`config.mk`:
```
export PLATFORM = sky130hd
export DESIGN_NAME = imem_loader_flat
export DESIGN_NICKNAME = d
export VERILOG_FILES = /design/src/rtl/imem_loader_if.sv /design/src/rtl/imem_loader.sv /design/src/flat_wrapper.sv
export SDC_FILE = /design/constraint.sdc
export NUM_CORES = 1
export LEC_CHECK = 0
export ABC_AREA = 1
export BUFFER_PORTS_ARGS = -buffer_cell sky130_fd_sc_hd__buf_2
export CORE_AREA = 2 2 109 111
export DETAILED_ROUTE_END_ITERATION = 12
export DIE_AREA = 0 0 111 113
export PLACE_DENSITY = 0.89
export SYNTH_ARGS = -nofsm -noshare
export SYNTH_HDL_FRONTEND = slang
export SYNTH_SLANG_ARGS = --single-unit
```
`constraint.sdc`:
```
create_clock -name clk -period 3.2 [get_ports clk]
set_input_delay 0.32 -clock clk [delete_from_list [all_inputs] [get_ports clk]]
set_output_delay 0.32 -clock clk [all_outputs]
set_load 0.1 [all_outputs]
```
`src/rtl/imem_loader_if.sv`:
```
// Byte-in / word-out bus of the instruction-memory boot loader.
// The master modport is the loader; the slave modport is the UART/RAM side.
interface imem_loader_if #(
    parameter int RAM_SIZE_BIT = 10
);
    logic                    rx_valid;
    logic [7:0]              rx_data;
    logic                    mem_we;
    logic [RAM_SIZE_BIT-1:0] mem_addr;
    logic [31:0]             mem_wdata;

    modport master (
        input  rx_valid,
        input  rx_data,
        output mem_we,
        output mem_addr,
        output mem_wdata
    );

    modport slave (
        output rx_valid,
        output rx_data,
        input  mem_we,
        input  mem_addr,
        input  mem_wdata
    );
endinterface

```
`src/rtl/imem_loader.sv`:
```
// Serial boot loader: assembles big-endian words from a UART byte frame into
// instruction RAM and releases the CPU only after a matching XOR checksum.
module imem_loader #(
    parameter int RAM_SIZE_BIT   = 10,
    parameter int TIMEOUT_CYCLES = 1000000
) (
    input  logic                  clk,
    input  logic                  reset,
    input  logic                  start,
    imem_loader_if.master         bus,
    output logic                  cpu_hold,
    output logic                  busy,
    output logic                  done,
    output logic                  error,
    output logic [RAM_SIZE_BIT:0] word_count,
    output logic [2:0]            state_dbg
);
    localparam int TW = $clog2(TIMEOUT_CYCLES + 1);
    localparam logic [16:0] LEN_MAX = 17'(2 ** RAM_SIZE_BIT);

    // Handshake: a byte is consumed on every rising edge where rx_valid=1 while a
    // session is open; there is no back-pressure. mem_we is a single-cycle strobe.
    typedef enum logic [2:0] {
        S_IDLE   = 3'd0,
        S_LEN_HI = 3'd1,
        S_LEN_LO = 3'd2,
        S_DATA   = 3'd3,
        S_CHECK  = 3'd4,
        S_DONE   = 3'd5,
        S_ERR    = 3'd6
    } state_t;

    state_t                  state, state_next;
    logic [7:0]              len_hi;
    logic [15:0]             len;
    logic [7:0]              csum;
    logic [1:0]              byte_cnt;
    logic [23:0]             word_sh;
    logic [RAM_SIZE_BIT-1:0] addr;
    logic [TW-1:0]           tcnt;

    logic                  in_session;
    logic                  accept_start;
    logic                  take_byte;
    logic                  timeout_hit;
    logic [16:0]           n_full;
    logic                  len_ok;
    logic                  word_last;
    logic [RAM_SIZE_BIT:0] wc_inc;
    logic                  last_word;

    always_comb begin
        in_session   = (state == S_LEN_HI) || (state == S_LEN_LO) ||
                       (state == S_DATA)   || (state == S_CHECK);
        accept_start = start && ((state == S_IDLE) || (state == S_ERR));
        take_byte    = in_session && bus.rx_valid;
        timeout_hit  = in_session && !bus.rx_valid && (tcnt == TW'(TIMEOUT_CYCLES - 1));
        n_full       = {1'b0, len_hi, bus.rx_data};
        len_ok       = (n_full != 17'd0) && (n_full <= LEN_MAX);
        word_last    = (byte_cnt == 2'd3);
        wc_inc       = word_count + (RAM_SIZE_BIT + 1)'(1);
        last_word    = (17'(wc_inc) == {1'b0, len});
    end

    always_comb begin
        state_next = state;
        case (state)
            S_IDLE:   if (accept_start) state_next = S_LEN_HI;
            S_LEN_HI: if (bus.rx_valid) state_next = S_LEN_LO;
            S_LEN_LO: if (bus.rx_valid) state_next = len_ok ? S_DATA : S_ERR;
            S_DATA:   if (bus.rx_valid && word_last && last_word) state_next = S_CHECK;
            S_CHECK:  if (bus.rx_valid) state_next = (csum == bus.rx_data) ? S_DONE : S_ERR;
            S_DONE:   state_next = S_IDLE;
            S_ERR:    if (accept_start) state_next = S_LEN_HI;
            default:  state_next = S_IDLE;
        endcase
        if (timeout_hit) state_next = S_ERR;
    end

    always_ff @(posedge clk or negedge reset) begin
        if (!reset) state <= S_IDLE;
        else        state <= state_next;
    end

    always_ff @(posedge clk or negedge reset) begin
        if (!reset) begin
            len_hi        <= '0;
            len           <= '0;
            csum          <= '0;
            byte_cnt      <= '0;
            word_sh       <= '0;
            addr          <= '0;
            tcnt          <= '0;
            word_count    <= '0;
            bus.mem_we    <= 1'b0;
            bus.mem_addr  <= '0;
            bus.mem_wdata <= '0;
        end else begin
            bus.mem_we <= 1'b0;
            if (accept_start) begin
                csum       <= '0;
                byte_cnt   <= '0;
                addr       <= '0;
                tcnt       <= '0;
                word_count <= '0;
            end else if (take_byte) begin
                tcnt <= '0;
                csum <= csum ^ bus.rx_data;
                case (state)
                    S_LEN_HI: len_hi <= bus.rx_data;
                    S_LEN_LO: len    <= {len_hi, bus.rx_data};
                    S_DATA: begin
                        byte_cnt <= byte_cnt + 2'd1;
                        word_sh  <= {word_sh[15:0], bus.rx_data};
                        if (word_last) begin
                            bus.mem_we    <= 1'b1;
                            bus.mem_addr  <= addr;
                            bus.mem_wdata <= {word_sh, bus.rx_data};
                            addr          <= addr + RAM_SIZE_BIT'(1);
                            word_count    <= wc_inc;
                        end
                    end
                    default: ;
                endcase
            end else if (in_session) begin
                tcnt <= tcnt + TW'(1);
            end
        end
    end

    // The CPU stays held in ERR so a partial or corrupted image never runs.
    always_comb begin
        busy      = in_session;
        done      = (state == S_DONE);
        error     = (state == S_ERR);
        cpu_hold  = in_session || (state == S_ERR);
        state_dbg = state;
    end
endmodule

```
`src/flat_wrapper.sv`:
```
// flat-port wrapper written by rule: the top's interface ports become plain ports
module imem_loader_flat 
#(
    parameter int RAM_SIZE_BIT   = 10,
    parameter int TIMEOUT_CYCLES = 1000000
)
  (clk, reset, start, cpu_hold, busy, done, error, word_count, state_dbg, bus_rx_valid, bus_rx_data, bus_mem_we, bus_mem_addr, bus_mem_wdata);
  imem_loader_if #(.RAM_SIZE_BIT(RAM_SIZE_BIT)) bus_i ();
  input  logic clk;
  input  logic reset;
  input  logic start;
  output logic cpu_hold;
  output logic busy;
  output logic done;
  output logic error;
  output logic [RAM_SIZE_BIT:0] word_count;
  output logic [2:0] state_dbg;
  input wire logic [$bits(bus_i.rx_valid)-1:0] bus_rx_valid;
  input wire logic [$bits(bus_i.rx_data)-1:0] bus_rx_data;
  output wire logic [$bits(bus_i.mem_we)-1:0] bus_mem_we;
  output wire logic [$bits(bus_i.mem_addr)-1:0] bus_mem_addr;
  output wire logic [$bits(bus_i.mem_wdata)-1:0] bus_mem_wdata;
  assign bus_i.rx_valid = bus_rx_valid;
  assign bus_i.rx_data = bus_rx_data;
  assign bus_mem_we = bus_i.mem_we;
  assign bus_mem_addr = bus_i.mem_addr;
  assign bus_mem_wdata = bus_i.mem_wdata;
  imem_loader #(.RAM_SIZE_BIT(RAM_SIZE_BIT), .TIMEOUT_CYCLES(TIMEOUT_CYCLES)) u_core (.clk(clk), .reset(reset), .start(start), .bus(bus_i), .cpu_hold(cpu_hold), .busy(busy), .done(done), .error(error), .word_count(word_count), .state_dbg(state_dbg));
endmodule
```
==> impl_metrics.tcl, run 1 <==
set metrics [dict create \
    status "finished clean" \
    nNetsFinal 873 \
    syn_inst 786 \
    finalSetupTns_ns 0 \
    clock.fmax_mhz 383 \
    core_um2 11300 \
    fin_crit_ns 2.61 \
    clkSlewWorstSetupHoldPaths_ns 0.06 \
    rows 39 \
    dieHeight_um 113 \
    stdcell_count 1013 \
    fillCellCount 824 \
    leakagePower_uw 0.00388 \
    grt_overflow 0 \
    ys_dominant_reg_cell "dfrtp_1" \
    cts_tree "done" \
    clock_sinks 145 \
    yosysWarnings 0 \
    rsz0062_at_grt "no" \
    clockRootBuffer "clkbuf_16" \
    synth-seq-area-share_pct 53.9 \
    path_class "reg -> out" \
    synthSimpleGateAreaFrac_pct 22.4 \
    ys_ff_latch 145 \
    slew_viol_final 0 \
    yosys.cell_types.count 40 \
    maxSlewHeadroom_pct 43.0 \
    setup_viol 0 \
    dp.cells 980 \
    routed_wirelength_um 16000 \
    grt_pass1_vias 5485 \
    muxShareOfSynthArea_pct 0.167 \
    start_util_pct 59.7 \
    synth_edf_count 0 \
    num_vias 5744 \
    cp-startpoint "u_core.state_dbg[0]" \
    htree_levels 4 \
    clock_latency_ns 0.42 \
    cts_setup_buffers 0 \
    clockBufferDepth 2 \
    drtPass1Iterations 5 \
    r2r_start "u_core.state_dbg[2]" \
    start_kind "flop" \
    worstPathArrival_ns 2.29 \
    end_kind "output port" \
    areaGrowthSynthToFinish_pct 16.5 \
    hp-class "in -> reg" \
    cts_buffers 17 \
    routed_via_density 5.67 \
    yosysMostFrequentCell "nand2_1" \
    worst_pin_slew_ns 0.853 \
    power_density_nw_per_um2 963 \
    hold_viol_final 0 \
    yosysTopAreaCell "dfrtp_1" \
    die_area_um2 12500 \
    hpwl_um 10500 \
    hold_buffers 1 \
    finalWorstSetupSlack_ns 0.588 \
    crit_fanout 14 \
    detail-route-antenna-nets 0 \
    ys_top_cells_by_count "nand2_1, dfrtp_1, o21ai_0" \
    min_from "bus_rx_data[7]" \
    worstPathRequired_ns 2.88 \
    gp_congestion 0.931 \
    grt_pass1_wl_um 26100 \
    syn-num-nets 802 \
    max_cap_violations 0 \
    drtIter0Drc 520 \
    synth_top_area_share_pct 53.9 \
    synthAdderAreaFrac_pct 0.744 \
    wl_per_cell_um 15.8 \
    drive_gt1_share_pct 15.7 \
    place_ws_ns 1.05 \
    cts_repair_resize_count 0 \
    grt_usage_pct 26.0 \
    min_period_over_period_pct 81.6 \
    finalClockSkew_ns 0.00739 \
    drc 0 \
    io_buffers 72 \
    grt_max_degree 74 \
    die_w_um 111 \
    synth_top_family_by_area "simple AND/OR/NAND/NOR gates" \
    antenna_cells 0 \
    vdd_ir_drop_max_mv 1.13 \
    antenna_found_initial 0 \
    syn_area_um2 6730 \
    pin_count 73 \
    synth-compound-area-share_pct 13.1 \
    synth-async-reset-ratio_pct 100 \
    synthXorXnorAreaFrac_pct 2.08 \
    hold-worst-slack_ns 0.194 \
    syn_avg_cell_area_um2 8.56 \
    synthTopCellsByArea "dfrtp_1, nand2_1, o21ai_0" \
]
## final cells by class
type,count,area [um^2],share of cell area [%]
tap,143,179,2.28
clock inverter,9,129,1.64
sequential,145,3630,46.3
timing repair buffer,77,419,5.35
clock buffer,23,488,6.23
inverter,106,400,5.11
multi-input combinational,510,2590,33.1
## critical path: stages (launching register included)
cell and delay [ns]:
dfrtp_1 0.39, inv_1 0.18, nand2_1 0.13, nor2_2 0.17, inv_2 0.06, nand2_2 0.27
inv_1 0.17, nand2_1 0.08, buf_2 0.42
## flip-flops by register name, indices dropped and copies added, names as in the netlist, 8 cells and up
name                  flops
u_core.addr              10
u_core.len_hi             8
u_core.bus.mem_wdata     32
u_core.len               16
u_core.csum               8
u_core.word_sh           24
u_core.word_count        11
u_core.bus.mem_addr      10
u_core.tcnt              20
## stage by stage
step,total power [uW],cell area [um^2],utilization (%)
floorplan,4900,6730,-
global placement,5370,7210,64.0
detailed placement,5450,7210,64.0
CTS,7530,7840,69.5
global route,7910,7840,69.5
finish,7550,7840,69.5
## placed cells by master (no fill, tap or decap), drive strengths merged
cell type      n
o21ai        111
o21a           1
nand2        196
xor2          16
inv          106
dfrtp        145
a32o           9
bufinv         3
a41oi          1
a21oi         23
clkinv         4
nor4           9
ha             4
nor2          49
o221ai         1
dlygate4sd3    1
o21bai         2
o211ai         4
mux2           1
nand3         40
clkbuf        23
nand3b         6
clkinvlp       2
nor3b          2
buf           76
o221a          1
nor3          19
nand4         11
o22ai          4
## routing by layer
metal  part of all wire, %  routed length [um]  vias up  GRT usage [%]
met5                     0                   0        -              0
met4                   1.7                 264        0           8.17
met3                   6.7                1080       30           5.52
met2                    50                8030      255           44.7
met1                    41                6620     2734           33.5
li1                      -                   -     2725              -
## path summary, 6_finish.rpt
path | slack, ns | depth (start not counted) | endpoint
worst max-delay path | 0.59 | 8 | cpu_hold
worst min-delay path | 0.19 | 3 | u_core.word_sh[7]
worst max register to register | 0.97 | 6 | u_core.addr[2]
worst min register to register | 0.48 | 2 | u_core.bus.mem_addr[5]
max in group asynchronous | 1.91 | 3 | u_core.word_count[5]
min in group asynchronous | 0.48 | 2 | u_core.word_sh[16]
## cells by family after synthesis
| kind of cell | Yosys count |
|---|---|
| buffers and inverters | 131 |
| flip-flops | 145 |
| AO/OA/AOI/OAI | 157 |
| XOR/XNOR | 16 |
| multiplexers | 1 |
| adder cells (fa/ha/maj) | 4 |
| AND/OR/NAND/NOR | 332 |
## power breakdown
group | switching [uW] | leakage, uW | total, uW | internal [uW]
combinational | 2270 | 0.00165 | 2870 | 602
clock | 739 | 0.000299 | 2040 | 1310
sequential | 323 | 0.00193 | 2630 | 2310
total | 3330 | 0.00388 | 7550 | 4220
Power figures use the tool's default switching activity.
==> inputs of run 2 (changes only) <==
--- a/config.mk
+++ b/config.mk
@@ -7,10 +7,10 @@
 export LEC_CHECK = 0
 export ABC_AREA = 1
 export BUFFER_PORTS_ARGS = -buffer_cell sky130_fd_sc_hd__buf_2
-export CORE_AREA = 2 2 109 111
+export CORE_AREA = 2 2 116 118
 export DETAILED_ROUTE_END_ITERATION = 12
-export DIE_AREA = 0 0 111 113
-export PLACE_DENSITY = 0.89
+export DIE_AREA = 0 0 118 120
+export PLACE_DENSITY = 0.84
 export SYNTH_ARGS = -nofsm -noshare
 export SYNTH_HDL_FRONTEND = slang
 export SYNTH_SLANG_ARGS = --single-unit
==> constraint.sdc (replaced) <==
create_clock -name clk -period 2.1 [get_ports clk]
set_input_delay 0.21 -clock clk [delete_from_list [all_inputs] [get_ports clk]]
set_output_delay 0.21 -clock clk [all_outputs]
set_load 0.1 [all_outputs]
==> run 2 against run 1 <==
First-iteration DRC count down 2.3%. Cell count up 5.0%. Core utilization down 7.1 points. Sequential power up 52%. Routed wire length up 0.98%. Clock skew about the same. Worst setup slack worse by 0.52 ns. Non-clock buffer count up 21. Combinational power up 67%. Clock-buffer cell count unchanged. Global-route usage down 2.0 points. Register-to-register slack worse by 0.86 ns. Critical path type unchanged. Largest cell class unchanged. Largest power group unchanged.
==> impl_metrics.tcl, run 2 (synthesis results as in run 1) <==
set metrics [dict create \
    status "finished clean" \
    place_ws_ns 0.0740 \
    rsz0062_at_grt "yes" \
    slew_viol_final 0 \
    hp-class "in -> reg" \
    grt_pass1_vias 5531 \
    fillCellCount 1063 \
    htree_levels 4 \
    drtIter0Drc 508 \
    antenna_cells 0 \
    grt_max_degree 64 \
    drive_gt1_share_pct 20.3 \
    fin_crit_ns 2.03 \
    pin_count 73 \
    setup_viol 0 \
    top_regs "u_core.bus.mem_wdata (32), u_core.word_sh (24), u_core.tcnt (20)" \
    hold_viol_final 0 \
    io_buffers 72 \
    path_class "reg -> out" \
    clock_latency_ns 0.43 \
    crit_family "buffers and inverters" \
    critical-path-max-stage-delay_ns 0.49 \
    clkSlewWorstSetupHoldPaths_ns 0.06 \
    finalSetupTns_ns 0 \
    mostFrequentLayoutCell "nand2_1" \
    grt_pass1_wl_um 26800 \
    start_kind "flop" \
    rows 42 \
    clockBufferDepth 2 \
    largest_reg_flops 32 \
    antenna_found_initial 1 \
    worstPathArrival_ns 1.82 \
    finalWorstSetupSlack_ns 0.0687 \
    final_cell_mix "nand2_1, dfrtp_1, o21ai_0" \
    start_util_pct 51.8 \
    drtPass1Iterations 8 \
    core_um2 13000 \
    crit_path_cell_trace "clkinvlp_4, nand2_1, nor2_4, inv_2, nand2_4, inv_1, buf_4, nand2_2, buf_12" \
    critPathBufInv 5 \
    vdd_ir_drop_max_mv 1.66 \
    crit_fanout 5 \
    grt_usage_pct 24.1 \
    leakagePower_uw 0.00397 \
    die_area_um2 14200 \
    hpwl_um 11000 \
    num_vias 5765 \
    power_density_nw_per_um2 1420 \
    finalPower_uw 11500 \
    wl_per_cell_um 15.2 \
    placed_area_um2 7410 \
    crit_path_top_delay_cell "dfrtp_4" \
    cts_buffers 17 \
    nNetsFinal 894 \
    worst_pin_slew_ns 0.567 \
    hold-worst-slack_ns 0.0736 \
    min_period_over_period_pct 96.7 \
    areaGrowthSynthToFinish_pct 20.4 \
    fin_area_um2 8100 \
    die_w_um 118 \
    gp_congestion 0.987 \
    clockRootBuffer "clkbuf_16" \
    maxSlewHeadroom_pct 61.9 \
    finalClockSkew_ns 0.00711 \
    dieHeight_um 120 \
    max_cap_violations 0 \
    drc 0 \
    end_kind "output port" \
    routed_wirelength_um 16100 \
    clock_sinks 145 \
    grt_overflow 0 \
    worstPathRequired_ns 1.89 \
    routed_via_density 5.42 \
    clock.fmax_mhz 492 \
    cts_tree "done" \
    largest_register "u_core.bus.mem_wdata" \
    detail-route-antenna-nets 0 \
]
==> run 2: cell type report <==
class	count	area [um^2]	area share, %
sequential	145	3650	45.1
timing repair buffer	98	622	7.68
multi-input combinational	510	2670	33.0
tap	176	220	2.72
inverter	106	404	4.99
clock buffer	23	468	5.78
clock inverter	6	60.1	0.742
==> run 2: worst paths after layout <==
| kind | start | to | slack, ns | depth (start not counted) |
|---|---|---|---|---|
| setup / recovery | u_core.state_dbg[0] | cpu_hold | 0.07 | 9 |
| hold / removal | bus_rx_data[1] | u_core.word_sh[1] | 0.07 | 3 |
| setup reg to reg | u_core.state_dbg[0] | u_core.addr[9] | 0.11 | 12 |
| hold reg to reg | u_core.bus.mem_addr[6] | u_core.bus.mem_addr[6] | 0.48 | 2 |
| max in group asynchronous | reset | u_core.bus.mem_addr[0] | 1.12 | 3 |
| min in group asynchronous | reset | u_core.bus.mem_wdata[18] | 0.30 | 2 |
==> run 2: worst register-to-register path, stage by stage, from the launching register on <==
cell        delay [ns]
dfrtp_4           0.43
clkinvlp_4        0.09
buf_4             0.16
nor3_4            0.24
nand2_4           0.12
nor2_4            0.12
nand3_2           0.09
nor2_1            0.10
nand2_1           0.10
nor2_2            0.17
nand3_2           0.09
nand2_1           0.06
nor3b_2           0.14
==> run 2: what timing repair did <==
item / in CTS / in global routing
gates resized for setup: 3 / 15
buffers inserted: 3 / 7
gates cloned: 0 / 0
pin swaps: 1 / 13
hold endpoints to repair: 48 / 0
hold buffers: 1 / 0
endpoints found under the setup margin: 2 / 8
==> run 2: power breakdown <==
part | total (uW) | internal, uW | switching [uW]
sequential | 4010 | 3540 | 471
combinational | 4790 | 1220 | 3570
clock | 2740 | 1660 | 1080
==> run 2: metal layers <==
layer  GRT usage [%]  part of all wire [%]
met1            31.7                    42
met2            39.1                    49
met3            5.51                   7.0
met4            9.11                   2.1
met5               0                  0.21
==> run 2: stage by stage <==
stage,utilization [%],std cells
after floorplan,-,786
after global placement,57.1,1024
after detailed placement,57.1,1024
after CTS,61.5,1057
after global routing,62.4,1064
final,62.4,1064
